===== config.mk =====
export PLATFORM = sky130hd
export DESIGN_NAME = l15_dm_cache
export DESIGN_NICKNAME = d
export VERILOG_FILES = /design/src/rtl/ccp_pkg.sv /design/src/rtl/l15_dm_cache_line_array.sv /design/src/rtl/l15_dm_cache.sv
export SDC_FILE = /design/constraint.sdc
export NUM_CORES = 1
export LEC_CHECK = 0
export ABC_AREA = 1
export CORE_AREA = 10 10 126 128
export CTS_CLUSTER_DIAMETER = 100
export DETAILED_ROUTE_END_ITERATION = 7
export DIE_AREA = 0 0 136 138
export PLACE_DENSITY = 0.71
export SYNTH_ARGS = -nofsm -noshare
export SYNTH_HDL_FRONTEND = slang
export SYNTH_HIERARCHICAL = 1
export SYNTH_SLANG_ARGS = --single-unit

===== constraint.sdc =====
create_clock -name clk -period 6 [get_ports clk]
set_input_delay 0.9 -clock clk [delete_from_list [all_inputs] [get_ports clk]]
set_output_delay 0.9 -clock clk [all_outputs]
set_load 0.005 [all_outputs]

===== src/rtl/ccp_pkg.sv =====
// Shared coherence-protocol definitions: message type codes, MESI codes,
// message/MESI widths and the L1.5 controller FSM state type.
package ccp_pkg;

    localparam int MSG_WIDTH  = 4;
    localparam int MESI_WIDTH = 2;

    localparam logic [MSG_WIDTH-1:0] MSG_TYPE_EMPTY        = 4'd0;
    localparam logic [MSG_WIDTH-1:0] MSG_TYPE_LOAD_REQ     = 4'd1;
    localparam logic [MSG_WIDTH-1:0] MSG_TYPE_STORE_REQ    = 4'd2;
    localparam logic [MSG_WIDTH-1:0] MSG_TYPE_DATA_ACK     = 4'd3;
    localparam logic [MSG_WIDTH-1:0] MSG_TYPE_INV_FWD      = 4'd4;
    localparam logic [MSG_WIDTH-1:0] MSG_TYPE_STORE_FWD    = 4'd5;
    localparam logic [MSG_WIDTH-1:0] MSG_TYPE_LOAD_FWD     = 4'd6;
    localparam logic [MSG_WIDTH-1:0] MSG_TYPE_INV_FWDACK   = 4'd7;
    localparam logic [MSG_WIDTH-1:0] MSG_TYPE_STORE_FWDACK = 4'd8;
    localparam logic [MSG_WIDTH-1:0] MSG_TYPE_LOAD_FWDACK  = 4'd9;
    localparam logic [MSG_WIDTH-1:0] MSG_TYPE_WB_REQ       = 4'd10;

    localparam logic [MESI_WIDTH-1:0] MESI_I = 2'd0;
    localparam logic [MESI_WIDTH-1:0] MESI_S = 2'd1;
    localparam logic [MESI_WIDTH-1:0] MESI_E = 2'd2;
    localparam logic [MESI_WIDTH-1:0] MESI_M = 2'd3;

    typedef enum logic {
        L15_IDLE      = 1'b0,
        L15_MISS_WAIT = 1'b1
    } l15_fsm_e;

endpackage


===== src/rtl/l15_dm_cache_line_array.sv =====
// Line storage for the direct-mapped L1.5: NUM_SETS x {state, tag, data}.
// Ports: two combinational read ports (rd0 core, rd1 msg2), one write port; rst clears all.
module l15_line_array
    import ccp_pkg::*;
#(
    parameter int NUM_SETS = 4,
    parameter int IDX_W    = 2,
    parameter int TAG_W    = 6,
    parameter int DATA_W   = 8,
    parameter int MESI_W   = MESI_WIDTH
) (
    input  logic              clk,
    input  logic              rst,
    input  logic [IDX_W-1:0]  rd0_idx,
    output logic [MESI_W-1:0] rd0_state,
    output logic [TAG_W-1:0]  rd0_tag,
    output logic [DATA_W-1:0] rd0_data,
    input  logic [IDX_W-1:0]  rd1_idx,
    output logic [MESI_W-1:0] rd1_state,
    output logic [TAG_W-1:0]  rd1_tag,
    output logic [DATA_W-1:0] rd1_data,
    input  logic              wr_en,
    input  logic [IDX_W-1:0]  wr_idx,
    input  logic [MESI_W-1:0] wr_state,
    input  logic [TAG_W-1:0]  wr_tag,
    input  logic [DATA_W-1:0] wr_data
);

    logic [MESI_W-1:0] state_q [NUM_SETS];
    logic [MESI_W-1:0] state_d [NUM_SETS];
    logic [TAG_W-1:0]  tag_q   [NUM_SETS];
    logic [TAG_W-1:0]  tag_d   [NUM_SETS];
    logic [DATA_W-1:0] data_q  [NUM_SETS];
    logic [DATA_W-1:0] data_d  [NUM_SETS];

    assign rd0_state = state_q[rd0_idx];
    assign rd0_tag   = tag_q[rd0_idx];
    assign rd0_data  = data_q[rd0_idx];
    assign rd1_state = state_q[rd1_idx];
    assign rd1_tag   = tag_q[rd1_idx];
    assign rd1_data  = data_q[rd1_idx];

    always_comb begin
        state_d = state_q;
        tag_d   = tag_q;
        data_d  = data_q;
        if (wr_en) begin
            state_d[wr_idx] = wr_state;
            tag_d[wr_idx]   = wr_tag;
            data_d[wr_idx]  = wr_data;
        end
    end

    always_ff @(posedge clk) begin
        if (rst) begin
            for (int i = 0; i < NUM_SETS; i++) begin
                state_q[i] <= MESI_W'(MESI_I);
                tag_q[i]   <= '0;
                data_q[i]  <= '0;
            end
        end else begin
            state_q <= state_d;
            tag_q   <= tag_d;
            data_q  <= data_d;
        end
    end

endmodule


===== src/rtl/l15_dm_cache.sv =====
// Direct-mapped private L1.5 cache controller (MESI per line) between core and L2.
// Ports: core valid/ready request + 1-cycle response; msg1 req out, msg2 in, msg3 ack/wb out.
module l15_dm_cache
    import ccp_pkg::*;
#(
    parameter int NUM_SETS = 4,
    parameter int ADDR_W   = 8,
    parameter int DATA_W   = 8,
    parameter int MSG_W    = MSG_WIDTH,
    parameter int MESI_W   = MESI_WIDTH
) (
    input  logic              clk,
    input  logic              rst,
    input  logic              core_req_valid,
    output logic              core_req_ready,
    input  logic              core_req_st,
    input  logic [ADDR_W-1:0] core_addr,
    input  logic [DATA_W-1:0] core_wdata,
    output logic              core_resp_valid,
    output logic [DATA_W-1:0] core_resp_data,
    input  logic [MSG_W-1:0]  msg2_type,
    input  logic [ADDR_W-1:0] msg2_addr,
    input  logic [DATA_W-1:0] msg2_data,
    input  logic [MESI_W-1:0] mesi_send,
    output logic [MSG_W-1:0]  msg1_type,
    output logic [ADDR_W-1:0] msg1_addr,
    output logic [MSG_W-1:0]  msg3_type,
    output logic [ADDR_W-1:0] msg3_addr,
    output logic [DATA_W-1:0] msg3_data
);

    localparam int IDX_W = $clog2(NUM_SETS);
    localparam int TAG_W = ADDR_W - IDX_W;

    localparam logic [MSG_W-1:0] K_EMPTY     = MSG_W'(MSG_TYPE_EMPTY);
    localparam logic [MSG_W-1:0] K_LOAD_REQ  = MSG_W'(MSG_TYPE_LOAD_REQ);
    localparam logic [MSG_W-1:0] K_STORE_REQ = MSG_W'(MSG_TYPE_STORE_REQ);
    localparam logic [MSG_W-1:0] K_DATA_ACK  = MSG_W'(MSG_TYPE_DATA_ACK);
    localparam logic [MSG_W-1:0] K_INV_FWD   = MSG_W'(MSG_TYPE_INV_FWD);
    localparam logic [MSG_W-1:0] K_STORE_FWD = MSG_W'(MSG_TYPE_STORE_FWD);
    localparam logic [MSG_W-1:0] K_LOAD_FWD  = MSG_W'(MSG_TYPE_LOAD_FWD);
    localparam logic [MSG_W-1:0] K_INV_ACK   = MSG_W'(MSG_TYPE_INV_FWDACK);
    localparam logic [MSG_W-1:0] K_STORE_ACK = MSG_W'(MSG_TYPE_STORE_FWDACK);
    localparam logic [MSG_W-1:0] K_LOAD_ACK  = MSG_W'(MSG_TYPE_LOAD_FWDACK);
    localparam logic [MSG_W-1:0] K_WB_REQ    = MSG_W'(MSG_TYPE_WB_REQ);

    localparam logic [MESI_W-1:0] K_I = MESI_W'(MESI_I);
    localparam logic [MESI_W-1:0] K_S = MESI_W'(MESI_S);
    localparam logic [MESI_W-1:0] K_M = MESI_W'(MESI_M);

    l15_fsm_e fsm_q, fsm_d;

    logic              pend_st_q, pend_st_d;
    logic [DATA_W-1:0] pend_wdata_q, pend_wdata_d;
    logic [MSG_W-1:0]  msg1_type_q, msg1_type_d;
    logic [ADDR_W-1:0] msg1_addr_q, msg1_addr_d;
    logic [MSG_W-1:0]  msg3_type_q, msg3_type_d;
    logic [ADDR_W-1:0] msg3_addr_q, msg3_addr_d;
    logic [DATA_W-1:0] msg3_data_q, msg3_data_d;
    logic              resp_valid_q, resp_valid_d;
    logic [DATA_W-1:0] resp_data_q, resp_data_d;

    logic [IDX_W-1:0]  c_idx, m2_idx;
    logic [TAG_W-1:0]  c_tag, m2_tag;
    logic [MESI_W-1:0] rd0_state, rd1_state;
    logic [TAG_W-1:0]  rd0_tag, rd1_tag;
    logic [DATA_W-1:0] rd0_data, rd1_data;

    logic              wr_en;
    logic [IDX_W-1:0]  wr_idx;
    logic [MESI_W-1:0] wr_state;
    logic [TAG_W-1:0]  wr_tag;
    logic [DATA_W-1:0] wr_data;

    logic m2_empty, is_inv, is_stf, is_ldf, is_fwd, is_ack;
    logic core_fire, c_hit, m2_hit;

    assign c_idx  = core_addr[IDX_W-1:0];
    assign c_tag  = core_addr[ADDR_W-1:IDX_W];
    assign m2_idx = msg2_addr[IDX_W-1:0];
    assign m2_tag = msg2_addr[ADDR_W-1:IDX_W];

    assign m2_empty = (msg2_type == K_EMPTY);
    assign is_inv   = (msg2_type == K_INV_FWD);
    assign is_stf   = (msg2_type == K_STORE_FWD);
    assign is_ldf   = (msg2_type == K_LOAD_FWD);
    assign is_fwd   = is_inv | is_stf | is_ldf;
    assign is_ack   = (msg2_type == K_DATA_ACK);

    // msg2 owns the cycle, so the core is held off whenever msg2 is busy
    assign core_req_ready = (fsm_q == L15_IDLE) && m2_empty;
    assign core_fire      = core_req_valid && core_req_ready;

    assign c_hit  = (rd0_state != K_I) && (rd0_tag == c_tag);
    assign m2_hit = (rd1_state != K_I) && (rd1_tag == m2_tag);

    l15_line_array #(
        .NUM_SETS (NUM_SETS),
        .IDX_W    (IDX_W),
        .TAG_W    (TAG_W),
        .DATA_W   (DATA_W),
        .MESI_W   (MESI_W)
    ) u_lines (
        .clk       (clk),
        .rst       (rst),
        .rd0_idx   (c_idx),
        .rd0_state (rd0_state),
        .rd0_tag   (rd0_tag),
        .rd0_data  (rd0_data),
        .rd1_idx   (m2_idx),
        .rd1_state (rd1_state),
        .rd1_tag   (rd1_tag),
        .rd1_data  (rd1_data),
        .wr_en     (wr_en),
        .wr_idx    (wr_idx),
        .wr_state  (wr_state),
        .wr_tag    (wr_tag),
        .wr_data   (wr_data)
    );

    always_comb begin
        fsm_d        = fsm_q;
        pend_st_d    = pend_st_q;
        pend_wdata_d = pend_wdata_q;
        msg1_type_d  = msg1_type_q;
        msg1_addr_d  = msg1_addr_q;
        msg3_type_d  = K_EMPTY;
        msg3_addr_d  = '0;
        msg3_data_d  = '0;
        resp_valid_d = 1'b0;
        resp_data_d  = '0;
        wr_en        = 1'b0;
        wr_idx       = m2_idx;
        wr_state     = rd1_state;
        wr_tag       = rd1_tag;
        wr_data      = rd1_data;

        if (is_fwd) begin
            // Ack even on tag mismatch; only a matching line changes state
            msg3_addr_d = msg2_addr;
            wr_en       = m2_hit;
            unique case (1'b1)
                is_inv: begin
                    msg3_type_d = K_INV_ACK;
                    wr_state    = K_I;
                end
                is_stf: begin
                    msg3_type_d = K_STORE_ACK;
                    msg3_data_d = rd1_data;
                    wr_state    = K_I;
                end
                default: begin
                    msg3_type_d = K_LOAD_ACK;
                    msg3_data_d = rd1_data;
                    wr_state    = K_S;
                end
            endcase
        end else if (is_ack && fsm_q == L15_MISS_WAIT) begin
            wr_en        = 1'b1;
            wr_tag       = m2_tag;
            wr_data      = pend_st_q ? pend_wdata_q : msg2_data;
            wr_state     = pend_st_q ? K_M : mesi_send;
            msg1_type_d  = K_EMPTY;
            msg1_addr_d  = '0;
            resp_valid_d = 1'b1;
            resp_data_d  = pend_st_q ? pend_wdata_q : msg2_data;
            fsm_d        = L15_IDLE;
        end else if (core_fire) begin
            wr_idx = c_idx;
            wr_tag = rd0_tag;
            wr_data = rd0_data;
            wr_state = rd0_state;
            if (c_hit && (!core_req_st || rd0_state != K_S)) begin
                resp_valid_d = 1'b1;
                if (core_req_st) begin
                    wr_en       = 1'b1;
                    wr_state    = K_M;
                    wr_data     = core_wdata;
                    resp_data_d = core_wdata;
                end else begin
                    resp_data_d = rd0_data;
                end
            end else begin
                msg1_type_d  = core_req_st ? K_STORE_REQ : K_LOAD_REQ;
                msg1_addr_d  = core_addr;
                pend_st_d    = core_req_st;
                pend_wdata_d = core_wdata;
                fsm_d        = L15_MISS_WAIT;
                // Dirty victim of a different tag goes back to L2 now
                if (!c_hit && rd0_state == K_M) begin
                    msg3_type_d = K_WB_REQ;
                    msg3_addr_d = {rd0_tag, c_idx};
                    msg3_data_d = rd0_data;
                    wr_en       = 1'b1;
                    wr_state    = K_I;
                end
            end
        end
    end

    always_ff @(posedge clk) begin
        if (rst) begin
            fsm_q        <= L15_IDLE;
            pend_st_q    <= 1'b0;
            pend_wdata_q <= '0;
            msg1_type_q  <= K_EMPTY;
            msg1_addr_q  <= '0;
            msg3_type_q  <= K_EMPTY;
            msg3_addr_q  <= '0;
            msg3_data_q  <= '0;
            resp_valid_q <= 1'b0;
            resp_data_q  <= '0;
        end else begin
            fsm_q        <= fsm_d;
            pend_st_q    <= pend_st_d;
            pend_wdata_q <= pend_wdata_d;
            msg1_type_q  <= msg1_type_d;
            msg1_addr_q  <= msg1_addr_d;
            msg3_type_q  <= msg3_type_d;
            msg3_addr_q  <= msg3_addr_d;
            msg3_data_q  <= msg3_data_d;
            resp_valid_q <= resp_valid_d;
            resp_data_q  <= resp_data_d;
        end
    end

    assign msg1_type       = msg1_type_q;
    assign msg1_addr       = msg1_addr_q;
    assign msg3_type       = msg3_type_q;
    assign msg3_addr       = msg3_addr_q;
    assign msg3_data       = msg3_data_q;
    assign core_resp_valid = resp_valid_q;
    assign core_resp_data  = resp_data_q;

endmodule

==> out/metrics.csv, run 1 <==
stage,metric,value,unit
power,ir_drop,0.189,mV
critical_path,cp_slowest_stage_delay,0.46,ns
clocking,numCtsBuffers,17,
critical_path,cpMostUsedCell,nand2_1,
logic_synthesis,synth_warnings,6,
clocking,clock-sinks,113,
sta,drv_slew,0,
route,viasPerCell,5.27,
route,postRouteAntennaNets,0,
sta,fin_crit_sh,0.742,
grt,grtUsageMet1,0.268,
route,first_pass_iters,8,
floorplanning,fp.dieArea,18800,um^2
sta,slew-limit-headroom,0.219,
grt,antenna_found_initial,0,
clocking,post_cts.repair.setup_buffers,0,
logic_synthesis,muxShareOfSynthArea,0,
critical_path,crit_fanout,26,
logic_synthesis,synth_edf_count,0,
final_layout,n_fill_cell,1283,
clocking,cts_tree,yes,
clocking,htreeDepth,4,
route,drc_errors,0,
critical_path,cpLargestDelayFamily,simple AND/OR/NAND/NOR gates,
logic_synthesis,synth_compound_area_frac,0.153,
critical_path,start_kind,input pin,
sta,period_minus_slack,4.45,ns
place,hpwlAfterDp,12.8,mm
sta,hold_viol_final,0,
floorplanning,die_w,136,um
critical_path,slowest_stage,inv_1,
clocking,cts.clk_slew.worst_paths,0.05,ns
clocking,cts_root_buf,clkbuf_16,
clocking,ctsHoldBuffers,0,
critical_path,required,6.30,ns
critical_path,crit_buf_inv,5,
grt,use_met3,0.0464,
sta,max_freq,225,MHz
logic_synthesis,synth-main-ff-cell,dfxtp_1,
job,cap_violations,0,
worst_hold_path,min_path_type,reg2reg,
sta,fin_skew,0.00699,ns
floorplanning,std_cell_rows,43,
clocking,cts_resized,0,
grt,grt_util_all_layers,0.194,
critical_path,worstSetupPathType,in2reg,
logic_synthesis,synth_seq_cells,113,
sta,timing.hold.ws,0.459,ns
logic_synthesis,synth_top_family_by_area,simple AND/OR/NAND/NOR gates,
route,drt-total-wl,18.6,mm
route,wire_per_inst,15.1,um
grt,grt_first_pass_wirelength,30.0,mm
power,power.leakage,0.00360,uW
logic_synthesis,netlist_area,6250,um^2
logic_synthesis,yosys.area_share.simple,0.362,
logic_synthesis,synth_xor_xnor_area_share,0.00280,
logic_synthesis,async_reset_ff_frac,0,
critical_path,path_cells,clkdlybuf4s50_1 -> inv_1 -> o211ai_1 -> nand2_1 -> inv_1 -> nand2_1 -> nand2_1 -> nor2_1 -> nand2_1 -> nor2_2 -> nor2_1 -> o21ai_0 -> nand2_1 -> buf_4 -> nand3_1 -> buf_4 -> nand2_1 -> nand2_1 -> nor2_1,
logic_synthesis,synth_area_per_cell,6.28,um^2
grt,grt_pass1_vias,5770,
floorplanning,die_h,138,um
sta,tightest_slew,1.17,ns
final_layout,fin_util,0.564,
grt,overflow,0,
critical_path,end_kind,flop,
grt,grt_busiest_layer,met2,
floorplanning,coreArea,13500,um^2
power,power_density,258,nW/um^2
sta,finalSetupTns,0,ns
logic_synthesis,ys_types,32,
grt,grt_max_degree,67,
final_layout,antenna_cells,0,
logic_synthesis,synth_cells,994,
route,vias,6493,
critical_path,cp.arrival,4.75,ns
logic_synthesis,ys_seq_area_frac,0.362,
place,numPortBuffers,81,
floorplanning,initial_core_util,0.463,
clocking,insertion_delay,0.41,ns
final_layout,syn2layout_area_growth,21.8,%
final_layout,drive_gt1_frac,0.0513,
route,drt_iter0_drc,703,
place,place_congestion,0.920,
outcome,run_status,"finished, final reports clean",
grt,globalRouteMet2Util,0.288,
floorplanning,num_io_pins,84,
final_layout,nets,1083,
logic_synthesis,synthAdderAreaFrac,0,
clocking,clk_path_buf_depth,2,
sta,setup_viol,0,
sta,rsz0062_at_grt,false,
-- cells by family (layout without fill, tap and decap cells) --
group           count (synthesis)  count (layout)
xor+xnor                        2               2
buf+inv                       173             230
simple gates                  551             551
other cells                     1               2
compound gates                154             154
flops                         113             113
-- per-stage QoR --
step / worst slack [ns] / instances / power [uW] / cell area, um^2
final: 1.55 / 1232 / 1960 / 7610
after global routing: 1.20 / 1232 / 2030 / 7610
after detailed placement: 1.21 / 1202 / 969 / 7020
after global placement: 1.36 / 1202 / 968 / 7020
after CTS: 1.60 / 1232 / 1970 / 7610
after floorplan: 2.89 / 995 / 896 / 6250
-- worst paths after layout --
path                startpoint               end  slack, ns  cells past startpoint
max               core_addr[1]  u_lines/tag_q[8]       1.55                     19
min               msg1_type[1]      msg1_type[1]       0.46                      2
max reg2reg  u_lines/tag_q[15]  u_lines/tag_q[8]       2.52                     18
min reg2reg       msg1_type[1]      msg1_type[1]       0.46                      2
-- cell usage in the layout (no fill, tap or decap), drive strengths merged, types with 2 or more instances in the layout --
cell type      Yosys  layout
o21ai             24      24
clkdlybuf4s50      0      79
nor2             136     136
xor2               2       2
clkbuf            11      26
nand4             13      13
nand3             64      64
buf               52      11
o211ai            65      65
o221ai             3       3
a21oi             52      52
inv              109     109
clkinv             1       2
bufinv             0       2
conb               1       2
o22ai              9       9
dfxtp            113     113
nand2            334     334
-- metal layers --
layer / vias to the layer above / wire [um]
met4: 0 / 262
met3: 25 / 1580
li1: 3272 / -
met2: 259 / 8140
met5: - / 0
met1: 2937 / 8640
-- synthesized netlist by cell type, drive strengths merged, types with 2 or more instances --
library cell / instances / share of area
o211ai: 65 / 0.078
o22ai: 9 / 0.0090
xor2: 2 / 0.0028
a21oi: 52 / 0.042
nand4: 13 / 0.013
o221ai: 3 / 0.0042
buf: 52 / 0.046
dfxtp: 113 / 0.36
clkbuf: 11 / 0.0066
nor2: 136 / 0.083
inv: 109 / 0.065
o21ai: 24 / 0.019
nand2: 334 / 0.20
nand3: 64 / 0.054
-- flip-flops by register name, indices dropped and copies added, names as in the netlist, 8 cells and up --
signal,count
u_lines/data_q,32
msg1_addr,8
msg3_addr,8
msg3_data,8
core_resp_data,8
pend_wdata_q,8
u_lines/tag_q,24
u_lines/state_q,8
-- area by class of cell --
type                       count  area (um^2)  share of cell area
clock buffer                  26          519              0.0682
timing repair buffer          90          868               0.114
multi-input combinational    709         3250               0.426
tap                          180          225              0.0296
inverter                     110          418              0.0549
clock inverter                 4         72.6             0.00953
sequential                   113         2260               0.297
-- worst reg2reg max path, stage by stage, from the launching register on --
cell      delay [ns]
dfxtp_1         0.30
inv_1           0.10
nand2_1         0.08
o211ai_1        0.12
nand2_1         0.13
inv_1           0.09
nor2_1          0.04
nor2_1          0.09
nand3_1         0.09
nor2_2          0.47
nor2_1          0.23
o21ai_0         0.22
nand2_1         0.26
buf_4           0.32
nand3_1         0.25
buf_4           0.35
nand2_1         0.10
nand2_1         0.07
nor2_1          0.05
-- power breakdown --
part	total (uW)	internal, uW	switching, uW
clock network	1000	671	333
logic	200	69.8	130
registers	759	757	2.31
total	1960	1500	465
(Power assumes the default switching activity.)
==> run 2, diff against run 1 <==
==> constraint.sdc (replaced) <==
create_clock -name clk -period 4.5 [get_ports clk]
set_input_delay 0.675 -clock clk [delete_from_list [all_inputs] [get_ports clk]]
set_output_delay 0.675 -clock clk [all_outputs]
set_load 0.005 [all_outputs]
==> out/metrics.csv, run 2 (same netlist as run 1, synthesis figures left out) <==
stage,metric,value,unit,change
job,cap_violations,0,,unchanged
final_layout,largest_reg_flops,32,,unchanged
power,power.leakage,0.00367,uW,+1.8%
critical_path,timing.reg2reg.setup_slack,1.59,ns,-0.93 ns
critical_path,r2r_end,u_lines/data_q[11],,
sta,max_freq,281,MHz,
grt,antenna_found_initial,0,,unchanged
worst_hold_path,min_from,pend_wdata_q[2],,
critical_path,cpMostUsedCell,nand2_1,,
clocking,clk_path_buf_depth,2,,unchanged
route,drt_iter0_drc,812,,+16%
final_layout,syn2layout_area_growth,23.5,%,
critical_path,r2r_start,u_lines/tag_q[9],,
power,totalPowerFinal,2680,uW,+37%
sta,setup_viol,0,,unchanged
clocking,cts_resized,0,,unchanged
route,vias,6506,,+0.20%
grt,grt_pass1_vias,5827,,+0.99%
sta,fin_skew,0.0104,ns,+0.00339 ns
clocking,insertion_delay,0.42,ns,about the same
route,drc_errors,0,,unchanged
clocking,post_cts.repair.setup_buffers,0,,unchanged
critical_path,cp_slowest_stage_delay,0.42,ns,-0.04 ns
critical_path,cp.arrival,3.86,ns,-0.89 ns
worst_hold_path,hold_path_depth,2,,unchanged
place,place_congestion,0.873,,-5.1%
final_layout,top_register,u_lines/data_q,,
sta,hold_viol_final,0,,unchanged
critical_path,end_kind,flop,,
final_layout,reg.largest.list,"u_lines/data_q x32, u_lines/tag_q x24",,
route,postRouteAntennaNets,0,,unchanged
sta,fin_crit_sh,0.790,,
floorplanning,fp.dieArea,18800,um^2,unchanged
place,numPortBuffers,81,,unchanged
route,first_pass_iters,5,,-3
route,wire_per_inst,15.3,um,+1.4%
sta,tightest_slew,0.799,ns,-0.371 ns
worst_hold_path,hold-path-endpoint,pend_wdata_q[2],,
critical_path,slowest_stage,clkdlybuf4s50_1,,
floorplanning,die_w,136,um,unchanged
power,power_density,348,nW/um^2,+35%
grt,overflow,0,,unchanged
clocking,numCtsBuffers,17,,unchanged
clocking,clock-sinks,113,,unchanged
sta,finalSetupTns,0,ns,unchanged
sta,slew-limit-headroom,0.468,,+0.248
floorplanning,die_h,138,um,unchanged
grt,grt_max_degree,65,,-3.0%
final_layout,drive_gt1_frac,0.0629,,+0.0116
final_layout,nets,1094,,+1.0%
floorplanning,initial_core_util,0.463,,unchanged
clocking,cts.clk_slew.worst_paths,0.05,ns,about the same
clocking,cts_tree,yes,,
floorplanning,std_cell_rows,43,,unchanged
sta,drv_slew,0,,unchanged
floorplanning,num_io_pins,84,,unchanged
clocking,cts_root_buf,clkbuf_16,,
clocking,htreeDepth,4,,unchanged
power,ir_drop,0.252,mV,+33%
critical_path,path_cells,clkdlybuf4s50_1 -> inv_1 -> o211ai_1 -> nand2_1 -> inv_1 -> nand2_1 -> nand2_1 -> nor2_1 -> nand2_1 -> nor2_2 -> nor2_1 -> o21ai_0 -> nand2_1 -> nand3_1 -> buf_4 -> nand2_1 -> nand2_1 -> nor2_1,,
route,viasPerCell,5.23,,-0.85%
sta,rsz0062_at_grt,false,,
critical_path,start_kind,input pin,,
place,hpwlAfterDp,13.4,mm,+5.1%
outcome,run_status,"finished, final reports clean",,
final_layout,layout_common_cells,"nand2_1 (329), nor2_1 (133), dfxtp_1 (113)",,
grt,grt_first_pass_wirelength,30.6,mm,+2.0%
critical_path,required,4.81,ns,-1.49 ns
critical_path,crit_fanout,24,,-7.7%
final_layout,final_common_cell,nand2_1,,
critical_path,worstSetupPathType,in2reg,,
route,drt-total-wl,19.1,mm,+2.5%
grt,grt_util_all_layers,0.198,,+0.00486
final_layout,antenna_cells,0,,unchanged
clocking,ctsHoldBuffers,0,,unchanged
critical_path,reg2reg_depth,15,,-3
floorplanning,coreArea,13500,um^2,unchanged
sta,period_minus_slack,3.55,ns,
worst_hold_path,min_path_type,reg2reg,,
[run 2: worst max-delay path: cells and delay by family]
family / cells / cell delay, ns
simple gates: 12 / 1.61
compound gates: 2 / 0.38
buf+inv: 4 / 1.18
[run 2: how the worst max path moves through the flow]
| stage | to | startpoint | slack, ns |
|---|---|---|---|
| detailed placement | u_lines/data_q[15] | core_addr[1] | 0.62 |
| global route | u_lines/data_q[11] | core_addr[1] | 0.61 |
| floorplan | u_lines/tag_q[18] | core_addr[1] | 1.61 |
| CTS | u_lines/data_q[11] | core_addr[1] | 0.99 |
| finish | u_lines/data_q[11] | core_addr[1] | 0.95 |
| global placement | u_lines/data_q[10] | core_addr[1] | 0.72 |
[run 2: area by class of cell]
type / count / area [um^2]
Fill cell: 1331 / 5790
Sequential cell: 113 / 2260
Inverter: 110 / 418
Multi-Input combinational cell: 709 / 3250
Clock buffer: 21 / 450
Tap cell: 180 / 225
Timing Repair Buffer: 101 / 951
Clock inverter: 11 / 161
[run 2: metal layers]
| metal | wire length [um] | share of wire | global-route usage | vias to the layer above |
|---|---|---|---|---|
| met2 | 8430 | 0.44 | 0.297 | 257 |
| met4 | 239 | 0.013 | 0.0662 | 0 |
| met3 | 1510 | 0.079 | 0.0377 | 18 |
| li1 | - | - | - | 3290 |
| met5 | 0 | 0 | 0 | - |
| met1 | 8920 | 0.47 | 0.278 | 2941 |
[run 2: through the flow]
step / worst slack [ns] / cell area [um^2] / utilization / instances / hold WS, ns
after floorplan: 1.61 / 6250 / - / 995 / 0.441
after global placement: 0.721 / 7100 / 0.526 / 1213 / 0.449
after detailed placement: 0.617 / 7100 / 0.526 / 1213 / 0.453
after CTS: 0.988 / 7710 / 0.571 / 1245 / 0.461
after global routing: 0.610 / 7710 / 0.571 / 1245 / 0.484
final: 0.946 / 7710 / 0.571 / 1245 / 0.460
[run 2: report_power, final]
part / switching [uW] / internal (uW)
clock network: 464 / 935
registers: 3.16 / 1010
logic: 176 / 97.2
